[config.mk]
export PLATFORM = sky130hd
export DESIGN_NAME = i2c_master_tx
export DESIGN_NICKNAME = d
export VERILOG_FILES = /design/src/rtl/i2c_pkg.sv /design/src/rtl/i2c_quarter_tick.sv /design/src/rtl/i2c_master_tx.sv
export SDC_FILE = /design/constraint.sdc
export NUM_CORES = 1
export LEC_CHECK = 0
export CORE_ASPECT_RATIO = 1.4
export CORE_MARGIN = 2
export CORE_UTILIZATION = 49
export DETAILED_ROUTE_END_ITERATION = 16
export HOLD_SLACK_MARGIN = 0.15
export PLACE_DENSITY_LB_ADDON = 0.25
export RECOVER_POWER = 25
export SETUP_SLACK_MARGIN = 0.1
export SLEW_MARGIN = 20
export SYNTH_ARGS = -nofsm -noshare
export SYNTH_HDL_FRONTEND = slang
export SYNTH_HIERARCHICAL = 1
export SYNTH_SLANG_ARGS = --single-unit
[constraint.sdc]
create_clock -name clk -period 2.6 [get_ports clk]
set_clock_uncertainty 0.15 [all_clocks]
set_input_delay 0.78 -clock clk [delete_from_list [all_inputs] [get_ports clk]]
set_output_delay 0.78 -clock clk [all_outputs]
set_load 0.1 [all_outputs]
[src/rtl/i2c_pkg.sv]
// rtl/i2c_pkg.sv - shared constants for the write-only I2C master
package i2c_pkg;

  // Transfer states
  localparam logic [2:0] ST_IDLE     = 3'd0;
  localparam logic [2:0] ST_START    = 3'd1;
  localparam logic [2:0] ST_ADDR     = 3'd2;
  localparam logic [2:0] ST_ADDR_ACK = 3'd3;
  localparam logic [2:0] ST_DATA     = 3'd4;
  localparam logic [2:0] ST_DATA_ACK = 3'd5;
  localparam logic [2:0] ST_STOP     = 3'd6;

  // Quarter phases within one bit period
  localparam logic [1:0] Q0 = 2'd0;
  localparam logic [1:0] Q1 = 2'd1;
  localparam logic [1:0] Q2 = 2'd2;
  localparam logic [1:0] Q3 = 2'd3;

  // Direction bit appended to the address: this master only writes
  localparam logic W_BIT = 1'b0;

  // SCL is low in the first half of a bit and high in the second half
  function automatic logic scl_level(input logic [1:0] phase);
    return phase[1];
  endfunction

endpackage

[src/rtl/i2c_quarter_tick.sv]
// rtl/i2c_quarter_tick.sv - divider producing one qtick every CLK_DIV clocks
module i2c_quarter_tick #(
  parameter int unsigned CLK_DIV = 4
) (
  input  logic clk,
  input  logic reset_n,
  input  logic restart,
  output logic qtick
);

  localparam int unsigned CW = (CLK_DIV > 1) ? $clog2(CLK_DIV) : 1;
  localparam logic [CW-1:0] LAST = CW'(CLK_DIV - 1);

  logic [CW-1:0] cnt_q;
  logic [CW-1:0] cnt_d;

  assign qtick = (cnt_q == LAST);

  // Count up to CLK_DIV-1 and wrap; restart realigns the quarter grid to accept
  always_comb begin
    cnt_d = cnt_q + CW'(1);
    if (restart || qtick) begin
      cnt_d = '0;
    end
  end

  // Divider counter register
  always_ff @(posedge clk or negedge reset_n) begin
    if (!reset_n) begin
      cnt_q <= '0;
    end else begin
      cnt_q <= cnt_d;
    end
  end

endmodule

[src/rtl/i2c_master_tx.sv]
// rtl/i2c_master_tx.sv - write-only I2C master: START, address+W, one data byte, STOP
module i2c_master_tx
  import i2c_pkg::*;
#(
  parameter int unsigned CLK_DIV = 4
) (
  input  logic       clk,
  input  logic       reset_n,
  input  logic       start,
  input  logic [6:0] addr,
  input  logic [7:0] data_in,
  output logic       busy,
  output logic       done,
  output logic       ack_err,
  output logic       scl,
  output logic       sda_oe,
  input  logic       sda_i
);

  logic [2:0] state_q,  state_d;
  logic [1:0] phase_q,  phase_d;
  logic [2:0] bcnt_q,   bcnt_d;
  logic [7:0] shift_q,  shift_d;
  logic [7:0] data_q,   data_d;
  logic       nack_q,   nack_d;
  logic       ack_err_q, ack_err_d;
  logic       done_q,   done_d;
  logic       busy_q,   busy_d;
  logic       scl_q,    scl_d;
  logic       sda_oe_q, sda_oe_d;
  logic       qfirst_q, qfirst_d;

  logic accept;
  logic qtick;

  assign accept = (state_q == ST_IDLE) && start;

  i2c_quarter_tick #(
    .CLK_DIV (CLK_DIV)
  ) u_qtick (
    .clk     (clk),
    .reset_n (reset_n),
    .restart (accept),
    .qtick   (qtick)
  );

  // Sequencer: accept, ACK sampling and bit/quarter advance.
  // START and STOP each span two bit periods: START leads with one idle bit
  // (bus released, SCL high) before the START sequence, STOP trails its
  // sequence with one bus-free bit before reporting done.
  always_comb begin
    state_d   = state_q;
    phase_d   = phase_q;
    bcnt_d    = bcnt_q;
    shift_d   = shift_q;
    data_d    = data_q;
    nack_d    = nack_q;
    ack_err_d = ack_err_q;
    done_d    = 1'b0;
    qfirst_d  = (state_q != ST_IDLE) && qtick;

    if (accept) begin
      state_d   = ST_START;
      phase_d   = Q0;
      bcnt_d    = 3'd0;
      shift_d   = {addr, W_BIT};
      data_d    = data_in;
      nack_d    = 1'b0;
      ack_err_d = 1'b0;
      qfirst_d  = 1'b1;
    end else if (state_q != ST_IDLE) begin
      // ACK is taken on the first clock of the SCL-high half of the ACK bit
      if ((state_q == ST_ADDR_ACK || state_q == ST_DATA_ACK) &&
          phase_q == Q2 && qfirst_q) begin
        nack_d = sda_i;
        if (sda_i) begin
          ack_err_d = 1'b1;
        end
      end

      if (qtick) begin
        phase_d = phase_q + 2'd1;
        if (phase_q == Q3) begin
          case (state_q)
            ST_START: begin
              if (bcnt_q == 3'd0) begin
                bcnt_d = 3'd1;
              end else begin
                state_d = ST_ADDR;
                bcnt_d  = 3'd0;
              end
            end
            ST_ADDR, ST_DATA: begin
              shift_d = {shift_q[6:0], 1'b0};
              bcnt_d  = bcnt_q + 3'd1;
              if (bcnt_q == 3'd7) begin
                state_d = (state_q == ST_ADDR) ? ST_ADDR_ACK : ST_DATA_ACK;
              end
            end
            ST_ADDR_ACK: begin
              bcnt_d = 3'd0;
              if (nack_q) begin
                state_d = ST_STOP;
              end else begin
                state_d = ST_DATA;
                shift_d = data_q;
              end
            end
            ST_DATA_ACK: begin
              bcnt_d  = 3'd0;
              state_d = ST_STOP;
            end
            ST_STOP: begin
              if (bcnt_q == 3'd0) begin
                bcnt_d = 3'd1;
              end else begin
                state_d = ST_IDLE;
                bcnt_d  = 3'd0;
                done_d  = 1'b1;
              end
            end
            default: begin
              state_d = ST_IDLE;
            end
          endcase
        end
      end
    end

    busy_d = (state_d != ST_IDLE);
  end

  // Bus levels for the upcoming cycle, decoded from next state so the pad
  // drivers come straight from flops
  always_comb begin
    scl_d    = 1'b1;
    sda_oe_d = 1'b0;
    case (state_d)
      ST_START: begin
        if (bcnt_d == 3'd1) begin
          scl_d    = (phase_d != Q3);
          sda_oe_d = phase_d[1];
        end
      end
      ST_ADDR, ST_DATA: begin
        scl_d    = scl_level(phase_d);
        sda_oe_d = ~shift_d[7];
      end
      ST_ADDR_ACK, ST_DATA_ACK: begin
        scl_d = scl_level(phase_d);
      end
      ST_STOP: begin
        if (bcnt_d == 3'd0) begin
          scl_d    = scl_level(phase_d);
          sda_oe_d = (phase_d != Q3);
        end
      end
      default: begin
        scl_d    = 1'b1;
        sda_oe_d = 1'b0;
      end
    endcase
  end

  // State and output registers; reset releases the bus at once
  always_ff @(posedge clk or negedge reset_n) begin
    if (!reset_n) begin
      state_q   <= ST_IDLE;
      phase_q   <= Q0;
      bcnt_q    <= 3'd0;
      shift_q   <= 8'd0;
      data_q    <= 8'd0;
      nack_q    <= 1'b0;
      ack_err_q <= 1'b0;
      done_q    <= 1'b0;
      busy_q    <= 1'b0;
      scl_q     <= 1'b1;
      sda_oe_q  <= 1'b0;
      qfirst_q  <= 1'b0;
    end else begin
      state_q   <= state_d;
      phase_q   <= phase_d;
      bcnt_q    <= bcnt_d;
      shift_q   <= shift_d;
      data_q    <= data_d;
      nack_q    <= nack_d;
      ack_err_q <= ack_err_d;
      done_q    <= done_d;
      busy_q    <= busy_d;
      scl_q     <= scl_d;
      sda_oe_q  <= sda_oe_d;
      qfirst_q  <= qfirst_d;
    end
  end

  assign busy    = busy_q;
  assign done    = done_q;
  assign ack_err = ack_err_q;
  assign scl     = scl_q;
  assign sda_oe  = sda_oe_q;

endmodule

# Word-level counts from Yosys, hierarchy flattened
# Cells that the tools add are included.
[word_totals]
ff_bits = 33
in_bits = 19
out_inout_bits = 5
elab_cells = 108
[classes]
add_sub_neg = 3
n_eq_ne = 19
mux = 46
bitwise = 1
reduce_logical = 25
[op_table]
columns = ["operator", "count"]
rows = [
  ["$mux W8", 5],
  ["$mux W3", 12],
  ["$eq A3 B3 Y1 const B", 7],
  ["$mux W1", 19],
  ["$pmux W8 S2", 1],
  ["$pmux W3 S5", 1],
  ["$eq A3 B2 Y1 const B", 4],
  ["$mux W2", 5],
  ["$reduce_bool A2 Y1", 5],
  ["$eq A3 B1 Y1 const B", 3],
  ["$logic_not A3 Y1", 3],
  ["$pmux W3 S3", 1],
  ["$reduce_bool A3 Y1", 3],
  ["$reduce_or A2 Y1", 4],
  ["$eq A2 B2 Y1 const B", 3],
  ["$pmux W1 S3", 2],
  ["$reduce_and A5 Y1", 1],
  ["$add A2 B1 Y2 const B", 2],
  ["$logic_and A1 B1 Y1", 4],
  ["$reduce_or A4 Y1", 1],
  ["$add A3 B1 Y3 const B", 1],
  ["$ne A3 B2 Y1 const B", 1],
  ["$reduce_and A3 Y1", 1],
  ["$logic_or A1 B1 Y1", 2],
  ["other kinds (3)", 3],
]

# Longest topological paths before layout
[depth]
word_depth = 11
depth_mapped = 9
depth_no_buf = 9

# Cells and area by module
# Netlist, hierarchy kept.
[modules_own_cells]
columns = ["mod", "instances", "cells_each", "area_per_inst_um2", "seq_area_each_um2"]
rows = [
  ["i2c_master_tx", 1, 213, 1796.7, 777.0],
  ["i2c_quarter_tick", 1, 5, 85.1, 50.0],
]

# Worst setup path before layout
# No wires, ideal clock.
[synth_timing]
path_kind = "input port to flip-flop"
from = "in start"
to = "reg sda_oe_q, in the netlist sda_oe"
setup_time_ns = 0.069
arrival_time_ns = 2.588
required_time_ns = 2.381
setup_slack_ns = -0.207
stages = 7
path_buffers = 1
path_cell_list = "or4b_4 -> buf_6 -> a32o_2 -> nand2b_1 -> or3b_1 -> or4b_1 -> nand3_1"
[synth_between]
elab_chain_len = 5
elab_cells_between_ends = 17
classes_between = "6 x eq/ne; 7 x mux; 1 x bitwise; 3 x reduce/logical"
[synth_rtl]
columns = ["item", "line_no", "text"]
rows = [
  ["start, declared", "i2c_master_tx.sv:9", "input logic start,"],
  ["$logic_and A1 B1 Y1 *", "i2c_master_tx.sv:36", "assign accept = (state_q == ST_IDLE) && start;"],
  ["$mux W2 *", "i2c_master_tx.sv:62", "if (accept) begin"],
  ["named net phase_d[1]", "i2c_master_tx.sv:21", "logic [1:0] phase_q, phase_d;"],
  ["$ne A2 B2 Y1", "i2c_master_tx.sv:155", "sda_oe_d = (phase_d != Q3);"],
  ["$mux W1", "i2c_master_tx.sv:153", "if (bcnt_d == 3'd0) begin"],
  ["$pmux W1 S3 *", "i2c_master_tx.sv:138", "case (state_d)"],
  ["named net sda_oe_d", "i2c_master_tx.sv:30", "logic sda_oe_q, sda_oe_d;"],
  ["end signal, assigned", "i2c_master_tx.sv:191", "sda_oe_q <= sda_oe_d;"],
  ["end, declared", "i2c_master_tx.sv:30", ""],
]
# The timed path passes the listed nets; every way through them passes the cells marked *.
# A chain may end at the register's enable or synchronous reset.

# Worst setup path after layout
# Ends and elaborated chain as after synthesis.

==> results.cfg <==
[synth]
netlist_instances = 218
syn_avg_cell_area_um2 = 8.63
ys_top_cells_by_area = dfrtp_1, nand2_1, a21oi_1
synth_nets = 243
synth_area_um2 = 1880
yosys.area.top_type = dfrtp_1
yosys_register_bits = 33
synth_top_area_share_pct = 42.6
synth_edf_count = 0
yosysWarnings = 6
synth_cell_types = 47
yosysSeqAreaShare_pct = 43.9
synth-main-ff-cell = dfrtp_1
async_flop_share_pct = 100

[clocking]
cts_tree = done
cts.path.max_buffers = 2
cts_sinks = 33
cts_max_level = 2
cts-root-buf = clkbuf_8
clkTransAtPathRegs_ns = 0.07
postCtsHoldBufs = 0
numCtsBuffers = 5
worstSkewPairLatency_ns = 0.28

[die]
die_area_um2 = 4360
row_count = 26
core_area_um2 = 3680
start_util_pct = 51.2
die_h_um = 77.3
die_w_um = 56.4
io_pins = 24

[final_layout]
postLayoutCellArea_um2 = 2480
syn2layout_area_growth_pct = 31.6
final_cell_mix = nand2_1, buf_4, dfrtp_1
antenna_cells = 0
fin_util_pct = 67.4
drive_above_1_share_pct = 23.9
fillers = 294
fin_nets = 293
final_common_cell = nand2_1

[sta]
timing.fmax_mhz = 413
setup_viol = 0
fin_crit_sh_pct = 93.2
setup_ws_ns = 0.176
min_period_ns = 2.42
hold_viol = 0
slew_viol_final = 0
whs_ns = 0.324
tightest_slew_ns = 0.790
maxSlewHeadroom_pct = 47.4
rsz0062_at_grt = no

[global_route]
grt_max_degree = 34
antenna_found_initial = 0
grt_pass1_vias = 1766
grt_usage_pct = 24.3
grt_overflow = 0
grt_pass1_wl_mm = 8.07

[place]
pre_cts_slack_ns = -0.538
place_congestion = 0.955
dpl_cell_area_um2 = 2320
port_buffers = 23
dpl.hpwl_mm = 3.54

[flow_run]
max-cap-violations = 0

[routing]
firstDrtPassIters = 4
wl_mm = 4.77
wire_per_inst_um = 15.4
vias_per_cell = 5.65
postRouteAntennaNets = 0
vias = 1751
drt_iter0_drc = 46
drt_drc_violations_left = 0

[critical_path]
start_kind = input port
path_max_fanout = 2
cp_cell_sequence = buf_6 > or4b_4 > a32o_2 > nand2b_1 > or3b_1 > or4b_1 > nand3_1
critPathKind = input port to flop
slowest_delay_ns = 0.47
end_kind = flop
critPathArrivalTime_ns = 2.50
cp.required_ns = 2.67
cp_slowest_cell = or4b_1

[pwr]
powerDensity_nw_per_um2 = 1190
vdd_drop_max_mv = 0.755
p_leak_uw = 0.00112

[worst_hold_path]
hold_class = flop to flop

[status]
outcome = completed
==> cells in the mapped netlist, types with 2 or more instances <==
cell	instances
a21oi_1	22
a221o_1	6
a31oi_1	2
and2_1	2
buf_1	2
buf_6	2
clkbuf_1	8
dfrtp_1	32
ha_1	6
inv_1	8
nand2_1	37
nand2b_1	4
nand3_1	5
nor2_1	24
nor2b_1	13
nor3_1	3
nor3b_1	2
nor4_1	2
o211ai_1	2
o21ai_0	9
==> critical path, delay by kind of cell <==
family | cells | cell delay, ns
and+or+nand+nor | 5 | 1.40
buffers and inverters | 1 | 0.07
AOI/OAI and AO/OA | 1 | 0.26
==> metal layers <==
layer | GRT usage [%] | up-vias | part of all wire [%]
met5 | 0 | - | 0
met4 | 16.0 | 0 | 5.0
met3 | 3.71 | 15 | 2.5
met2 | 40.9 | 35 | 52
met1 | 28.1 | 843 | 40
li1 | - | 858 | -
==> worst paths after layout <==
kind / start / end / slack [ns] / cells past startpoint
hold / removal: u_qtick/cnt_q[0]$_DFF_PN0_ / u_qtick/cnt_q[0]$_DFF_PN0_ / 0.32 / 1
max in group asynchronous: reset_n / state_q[1]$_DFF_PN0_ / 0.80 / 2
min in group asynchronous: reset_n / nack_q$_DFFE_PN0P_ / 0.96 / 2
setup / recovery: start / sda_oe$_DFF_PN0_ / 0.18 / 7
hold reg to reg: u_qtick/cnt_q[0]$_DFF_PN0_ / u_qtick/cnt_q[0]$_DFF_PN0_ / 0.32 / 1
setup reg to reg: state_q[2]$_DFF_PN0_ / sda_oe$_DFF_PN0_ / 0.19 / 6
==> repair_timing <==
item                       CTS  global route
setup endpoints to repair    8             2
buffers inserted             1             4
pin swaps                    2             3
gates resized for setup      5            15
==> area by class of cell <==
cell class	count	area, um^2	area share [%]
Clock buffer	7	86.3	3.48
Sequential cell	33	832	33.6
Tap cell	42	52.6	2.12
Timing Repair Buffer	55	482	19.4
Inverter	9	33.8	1.36
Multi-Input combinational cell	164	991	40.0
==> sequential cells by signal, summed over array words and instances, names as in the netlist <==
signal         count
data_q             8
ack_err            1
nack_q             1
sda_oe             1
done               1
phase_q            2
scl                1
bcnt_q             3
u_qtick/cnt_q      2
shift_q            8
qfirst_q           1
state_q            3
busy               1
==> cells by family (layout without fill, tap and decap cells) <==
logic type                 count (synthesis)  after routing  synth area share, %
buffers and inverters                     21             71                 4.99
DFF                                       33             33                 43.9
adders and majority gates                  7              7                 4.52
AOI/OAI and AO/OA                         56             56                 19.9
and+or+nand+nor                          100            100                 26.1
xor gates and xnor gates                   1              1                0.466
==> per-stage QoR <==
step | TNS [ns] | power (uW) | cells
4_1_cts | 0 | 2860 | 306
6_report | 0 | 2950 | 310
3_3_place_gp | -2.93 | 2420 | 298
2_1_floorplan | -0.130 | 1910 | 218
5_1_grt | 0 | 3160 | 310
3_5_place_dp | -3.06 | 2460 | 298
==> where the power goes <==
group	leakage, uW	switching (uW)	internal (uW)
Combinational	0.000673	868	751
Clock	0.0000443	174	210
Sequential	0.000403	196	747
Note: power is estimated with default switching activity, not from simulation.
